File: src/rtl/ps2_frame_ctrl.sv
// PS/2 keyboard frame controller: samples 11-bit frames on kbd clock falls, decodes E0/F0 prefixes.
// Optional frame timeout is built when PS2_TIMEOUT_EN is defined.
module ps2_frame_ctrl #(
  parameter int unsigned TIMEOUT_CYCLES = 50000
) (
  input  logic       clk,
  input  logic       rst,
  input  logic       kbd_clk_db,
  input  logic       kbd_data_db,
  output logic [7:0] scan_code,
  output logic       is_break,
  output logic       is_extended,
  output logic       code_valid,
  output logic       frame_err,
  output logic       busy
);

  typedef enum logic [1:0] {StIdle, StData, StParity, StStop} state_e;

  state_e     state_q;
  logic       clk_q;
  logic [2:0] bit_cnt_q;
  logic [7:0] shreg_q;
  logic       par_q;
  logic       ext_q;
  logic       brk_q;
  logic [7:0] scan_code_q;
  logic       is_break_q;
  logic       is_extended_q;
  logic       code_valid_q;
  logic       frame_err_q;
  logic       busy_q;

  logic fall;
  logic tmo_expire;

  assign fall = clk_q & ~kbd_clk_db;

`ifdef PS2_TIMEOUT_EN
  localparam int unsigned TmoW = $clog2(TIMEOUT_CYCLES + 1);
  localparam logic [TmoW-1:0] TmoLast = TmoW'(TIMEOUT_CYCLES - 1);

  logic [TmoW-1:0] tmo_q;

  // A fall in the expiry cycle wins over the timeout.
  assign tmo_expire = (state_q != StIdle) && !fall && (tmo_q == TmoLast);

  always_ff @(posedge clk or posedge rst) begin
    if (rst) begin
      tmo_q <= '0;
    end else if (fall || state_q == StIdle) begin
      tmo_q <= '0;
    end else begin
      tmo_q <= tmo_q + 1'b1;
    end
  end
`else
  logic [31:0] unused_tmo_cfg;
  assign unused_tmo_cfg = TIMEOUT_CYCLES;
  assign tmo_expire     = 1'b0;
`endif

  always_ff @(posedge clk or posedge rst) begin
    if (rst) begin
      state_q       <= StIdle;
      clk_q         <= 1'b1;
      bit_cnt_q     <= 3'd0;
      shreg_q       <= 8'h00;
      par_q         <= 1'b0;
      ext_q         <= 1'b0;
      brk_q         <= 1'b0;
      scan_code_q   <= 8'h00;
      is_break_q    <= 1'b0;
      is_extended_q <= 1'b0;
      code_valid_q  <= 1'b0;
      frame_err_q   <= 1'b0;
      busy_q        <= 1'b0;
    end else begin
      clk_q        <= kbd_clk_db;
      code_valid_q <= 1'b0;
      frame_err_q  <= 1'b0;
      unique case (state_q)
        StIdle: begin
          if (fall) begin
            if (!kbd_data_db) begin
              state_q   <= StData;
              bit_cnt_q <= 3'd0;
              busy_q    <= 1'b1;
            end else begin
              frame_err_q <= 1'b1;
              ext_q       <= 1'b0;
              brk_q       <= 1'b0;
            end
          end
        end
        StData: begin
          if (fall) begin
            shreg_q   <= {kbd_data_db, shreg_q[7:1]};
            bit_cnt_q <= bit_cnt_q + 3'd1;
            if (bit_cnt_q == 3'd7) begin
              state_q <= StParity;
            end
          end
        end
        StParity: begin
          if (fall) begin
            par_q   <= kbd_data_db;
            state_q <= StStop;
          end
        end
        StStop: begin
          if (fall) begin
            state_q <= StIdle;
            busy_q  <= 1'b0;
            if (kbd_data_db && (^{shreg_q, par_q})) begin
              if (shreg_q == 8'hE0) begin
                ext_q <= 1'b1;
              end else if (shreg_q == 8'hF0) begin
                brk_q <= 1'b1;
              end else begin
                scan_code_q   <= shreg_q;
                is_break_q    <= brk_q;
                is_extended_q <= ext_q;
                code_valid_q  <= 1'b1;
                ext_q         <= 1'b0;
                brk_q         <= 1'b0;
              end
            end else begin
              frame_err_q <= 1'b1;
              ext_q       <= 1'b0;
              brk_q       <= 1'b0;
            end
          end
        end
        default: state_q <= StIdle;
      endcase
      if (tmo_expire) begin
        state_q     <= StIdle;
        busy_q      <= 1'b0;
        frame_err_q <= 1'b1;
        ext_q       <= 1'b0;
        brk_q       <= 1'b0;
      end
    end
  end

  assign scan_code   = scan_code_q;
  assign is_break    = is_break_q;
  assign is_extended = is_extended_q;
  assign code_valid  = code_valid_q;
  assign frame_err   = frame_err_q;
  assign busy        = busy_q;

endmodule

File: config.mk
export PLATFORM = sky130hd
export DESIGN_NAME = ps2_frame_ctrl
export DESIGN_NICKNAME = d
export VERILOG_FILES = /design/src/rtl/ps2_frame_ctrl.sv
export SDC_FILE = /design/constraint.sdc
export NUM_CORES = 1
export LEC_CHECK = 0
export CAP_MARGIN = 20
export CORE_MARGIN = 1.5
export CORE_UTILIZATION = 30
export CTS_CLUSTER_SIZE = 24
export DETAILED_ROUTE_END_ITERATION = 8
export PLACE_DENSITY = 0.58
export SETUP_SLACK_MARGIN = 0.3
export SLEW_MARGIN = 25
export SYNTH_ARGS = -nofsm -noshare
export SYNTH_HDL_FRONTEND = slang
export SYNTH_SLANG_ARGS = --single-unit
File: constraint.sdc
create_clock -name clk -period 2.02 [get_ports clk]
set_clock_uncertainty 0.1 [all_clocks]
set_input_delay 0.606 -clock clk [delete_from_list [all_inputs] [get_ports clk]]
set_output_delay 0.606 -clock clk [all_outputs]
set_load 0.005 [all_outputs]
# Word level (Yosys, flattened, before mapping)
# Cells that the tools add are included.
# word_totals
regBits,30
output_inout_bits,13
elab_cells,83
# op_classes
addsub,1
n_eq_ne,15
mux,37
bitwise_logic,4
n_reduce_logical,13
# ops
op,n
$mux 1,22
$eq 8x8->1 const B,2
$reduce_and 5->1,3
$ne 2x2->1 const B,7
$mux 2,6
$mux 3,3
$reduce_xor 9->1,1
$pmux 1 s2,4
$pmux 2 s4,1
$reduce_and 4->1,2
$pmux 3 s2,1
$reduce_and 6->1,1
$eq 2x2->1 const B,2
$ne 4x4->1 const B,1
$reduce_and 2->1,2
$reduce_bool 2->1,2
$add 3x1->3 const B,1
$eq 3x3->1 const B,1
$ne 3x3->1 const B,1
$not 1->1,3
$eq 2x1->1 const B,1
$logic_not 2->1,1
$and 1x1->1,1
$logic_and 1x1->1,1

# Longest topological paths before layout
# logic_depth
word_depth,6
mapped_depth,6

# Worst setup path after synthesis
# No wires, ideal clock.
# synth_path
path_kind,register -> register
startpoint,register shreg_q[0]
endpoint,"register is_break_q, in the netlist is_break"
setup_time_ps,125
arrival_time_ps,1828
t_required_ps,1795
path_slack_ps,-33
path_stages_with_launch,6
synth_period_minus_slack_ps,2053
cell_sequence,dfrtp_1 > or4_1 > o2111a_1 > mux2i_4 > inv_4 > mux2_4
# synth_via
elab_chain_cells,3
elab_cells_between_ends,7
classes_between,2 x eq/ne; 2 x bitwise; 3 x reduce/logical
# synth_rtl
element,line_no,text
start: declaration,23,logic [7:0] shreg_q;
start signal: assignment,98,"shreg_q <= {kbd_data_db, shreg_q[7:1]};"
$eq 8x8->1 (tied with other cells),118,end else if (shreg_q == 8'hF0) begin
$not 1->1 (no line) or $logic_and 1x1->1 (tied branches),n/a,
$reduce_and 5->1 (no line) (*),n/a,
end signal: assignment,122,is_break_q <= brk_q;
end: declaration,28,logic is_break_q;
# Mark *: on every way between the ends. The rest lies on a longest branch, timed or not.
# A chain may end at the register's enable or synchronous reset.

# Worst setup path after layout
# layout_path
startpoint,register shreg_q[2]
endpoint,"register scan_code_q[3], in the netlist scan_code[3]"
# layout_via
elab_chain_cells,3
elab_cells_between_ends,7
classes_between,2 x eq/ne; 2 x bitwise; 3 x reduce/logical
# layout_rtl
element,line_no,text
$eq 8x8->1 (tied with other cells),118,
$not 1->1 (no line) or $logic_and 1x1->1 (tied branches),n/a,
$reduce_and 5->1 (no line) (*),n/a,
end signal: assignment,121,scan_code_q <= shreg_q;
end: declaration,27,logic [7:0] scan_code_q;
# Marked as above.

==> run metrics <==
1st-iter DRT viols 62; Core ar. 4750 sq um; Initial Util 0.313; R2R depth 5; Gate Count Post-Synth 112; share of cells above drive strength 1 0.442; FF+latch area 753 sq um; All-Layer GR Usage 0.126; CTS clock-pin slew for the worst setup and hold paths 60 ps; Top FF cell, synth dfrtp_1; number of global-route vias before repair 1041; worst-case hold path end point bit_cnt_q[1]; final setup violating endpoints 8; Reg2Reg Launch Point shreg_q[2]; final setup margin -85.5 ps; Yosys reg bits 30; syn avg cell area 13.3 sq um; Leak 0.00110 uW; antenna violations before repair 0; period utilisation layout 1.04; hpwl dp 2070 um; met3 Use GR 0.0302; Worst-Margin Slew 379 ps; Pwr Total 3200 uW; FF-to-FF End scan_code[3]; FILL cells 453; hold depth 1; Final min period 2110 ps; hold crit path type reg -> reg; Synth warnings 0; crit path max fanout 6; Worst slew margin 0.747; critical path data arrival time 2170 ps; CP Launch Type register; DRC viols 0; hold slack 394 ps; Longest Clk Path Bufs 2; per-cell routed wire length 13.3 um; RSZ-0062 raised after global routing true; vias per inst 4.62; Fin. Hold Viols 0; CTS Sinks 30; Worst R2R Setup Slack -90 ps; Die H 73.4 um; nets 175; die extent in x 73.4 um; max frequency 0.475 GHz; ant diodes 0; CTS root buf clkbuf_8; Max Cap Viol 0; I/O pin count 17; GRT met2 Usage 0.202; CP endpoint kind register; DR vias 1071; DIE AREA 5390 sq um; global route hottest layer met2; Post-synth EDFFs 0; CTS Buf Count 5; WS Path Type reg -> reg; hold path start bit_cnt_q[1]; largest net degree at the start of global routing 31; register area share after synthesis 0.505; global-route wire length before repair 5000 um; First-pass DRT Iterations 4; multi-input logic area 786 sq um; routability cong. 0.792; Slew Limit Fails 0; count of input and output buffers 16; status finished, violations left; Power Density 1490 nW/um^2; asr flop ratio synth 1.00; clk_lat worst skew 290 ps; WP data required 2090 ps; maximum vdd drop 0.000722 V; Overflow after GRT 0; Site Rows 25; Synth-to-Final Area Change 44.4%; GRT met1 Usage 0.154; Total Wirelength 3090 um; Synth Cell Area 1490 sq um; Distinct cells, synth 36; Routed Antenna Nets 0; Post-Syn Nets 123; CTS tree built; H-tree levels 2; failing checks setup timing
-- cell families (layout without fill, tap and decap cells) --
group	count (synthesis)	in the layout	synth area share
multiplexers	22	22	0.183
adder cells (fa/ha/maj)	7	7	0.0589
XOR/XNOR	6	6	0.0547
AND/OR/NAND/NOR	21	21	0.0723
buffers and inverters	8	61	0.0219
flip-flops	30	30	0.505
AO/OA/AOI/OAI	18	18	0.104
-- report_power, final --
group / switching [uW] / internal (uW) / total, uW
logic: 776 / 1060 / 1840
clock network: 225 / 274 / 499
registers: 102 / 760 / 863
total: 1100 / 2100 / 3200
-- layer usage --
| layer | vias up | share of wire |
|---|---|---|
| li1 | 507 | - |
| met1 | 541 | 0.44 |
| met2 | 17 | 0.50 |
| met3 | 6 | 0.036 |
| met4 | 0 | 0.021 |
| met5 | - | 0 |
-- Yosys cell counts (all sizes together), types with 2 or more instances --
master | number | share of area
a31oi | 2 | 0.0084
ha | 7 | 0.059
mux2 | 19 | 0.15
nand3 | 2 | 0.0067
nand2 | 7 | 0.018
nor2b | 2 | 0.0084
xnor3 | 2 | 0.031
o31ai | 2 | 0.010
a21oi | 2 | 0.0067
nor3 | 2 | 0.0067
o21ai | 2 | 0.0067
o22ai | 2 | 0.0084
dfrtp | 29 | 0.49
xnor2 | 3 | 0.018
inv | 7 | 0.019
nor2 | 2 | 0.0050
a32o | 2 | 0.013
mux2i | 3 | 0.029
a21bo | 2 | 0.013
-- placed cells by master (no fill, tap or decap), drive strengths merged, types with 2 or more instances in the layout --
cell type	n
buf	30
dfrtp	29
mux2	19
dlygate4sd2	14
ha	7
inv	7
nand2	7
clkbuf	7
mux2i	3
xnor2	3
nor2b	2
o22ai	2
nand3	2
xnor3	2
a31oi	2
a21bo	2
a32o	2
nor3	2
nor2	2
a21oi	2
o31ai	2
o21ai	2
-- how the worst max path moves through the flow --
| stage | startpoint | end | slack, ps | depth (start not counted) |
|---|---|---|---|---|
| detailed placement | kbd_data_db | scan_code[7] | -410 | 6 |
| global route | shreg_q[1] | scan_code[3] | -130 | 6 |
| CTS | shreg_q[2] | scan_code[3] | -70 | 5 |
| finish | shreg_q[2] | scan_code[3] | -90 | 5 |
| global placement | kbd_data_db | scan_code[3] | -370 | 6 |
| floorplan | shreg_q[0] | is_break | -20 | 5 |
-- worst max-delay path: stages (launching register included) --
cell,delay [ps]
dfrtp_1,370
or4_1,540
o2111a_1,290
mux2i_4,210
buf_6,180
mux2_4,300
-- state kept, by name, summed over array words and instances (netlist names), 2 cells and up --
| name | cells |
|---|---|
| state_q | 2 |
| scan_code | 8 |
| shreg_q | 8 |
| bit_cnt_q | 3 |
-- cell type report --
| cell class | count | share of cell area |
|---|---|---|
| clock buffer | 7 | 0.0402 |
| inverter | 7 | 0.0134 |
| tap | 67 | 0.0390 |
| multi-input combinational | 74 | 0.366 |
| sequential | 30 | 0.351 |
| timing repair buffer | 46 | 0.189 |
| clock inverter | 1 | 0.00233 |
-- through the flow --
stage / cells / util / setup TNS, ps / setup slack [ps] / area [sq um]
floorplan: 112 / - / -66.2 / -16.6 / 1490
global placement: 210 / 0.389 / -6400 / -368 / 1850
detailed placement: 210 / 0.389 / -6960 / -410 / 1850
CTS: 228 / 0.438 / -367 / -66.9 / 2080
global route: 232 / 0.452 / -952 / -130 / 2150
finish: 232 / 0.452 / -469 / -85.5 / 2150
-- repair_timing --
action	in CTS	in global routing
setup endpoints to repair	39	18
pin swaps	8	3
buffers inserted	10	4
hold buffers	0	0
resized for setup	32	6
gates cloned	0	0
No activity file was read; power rests on OpenSTA's default activity.
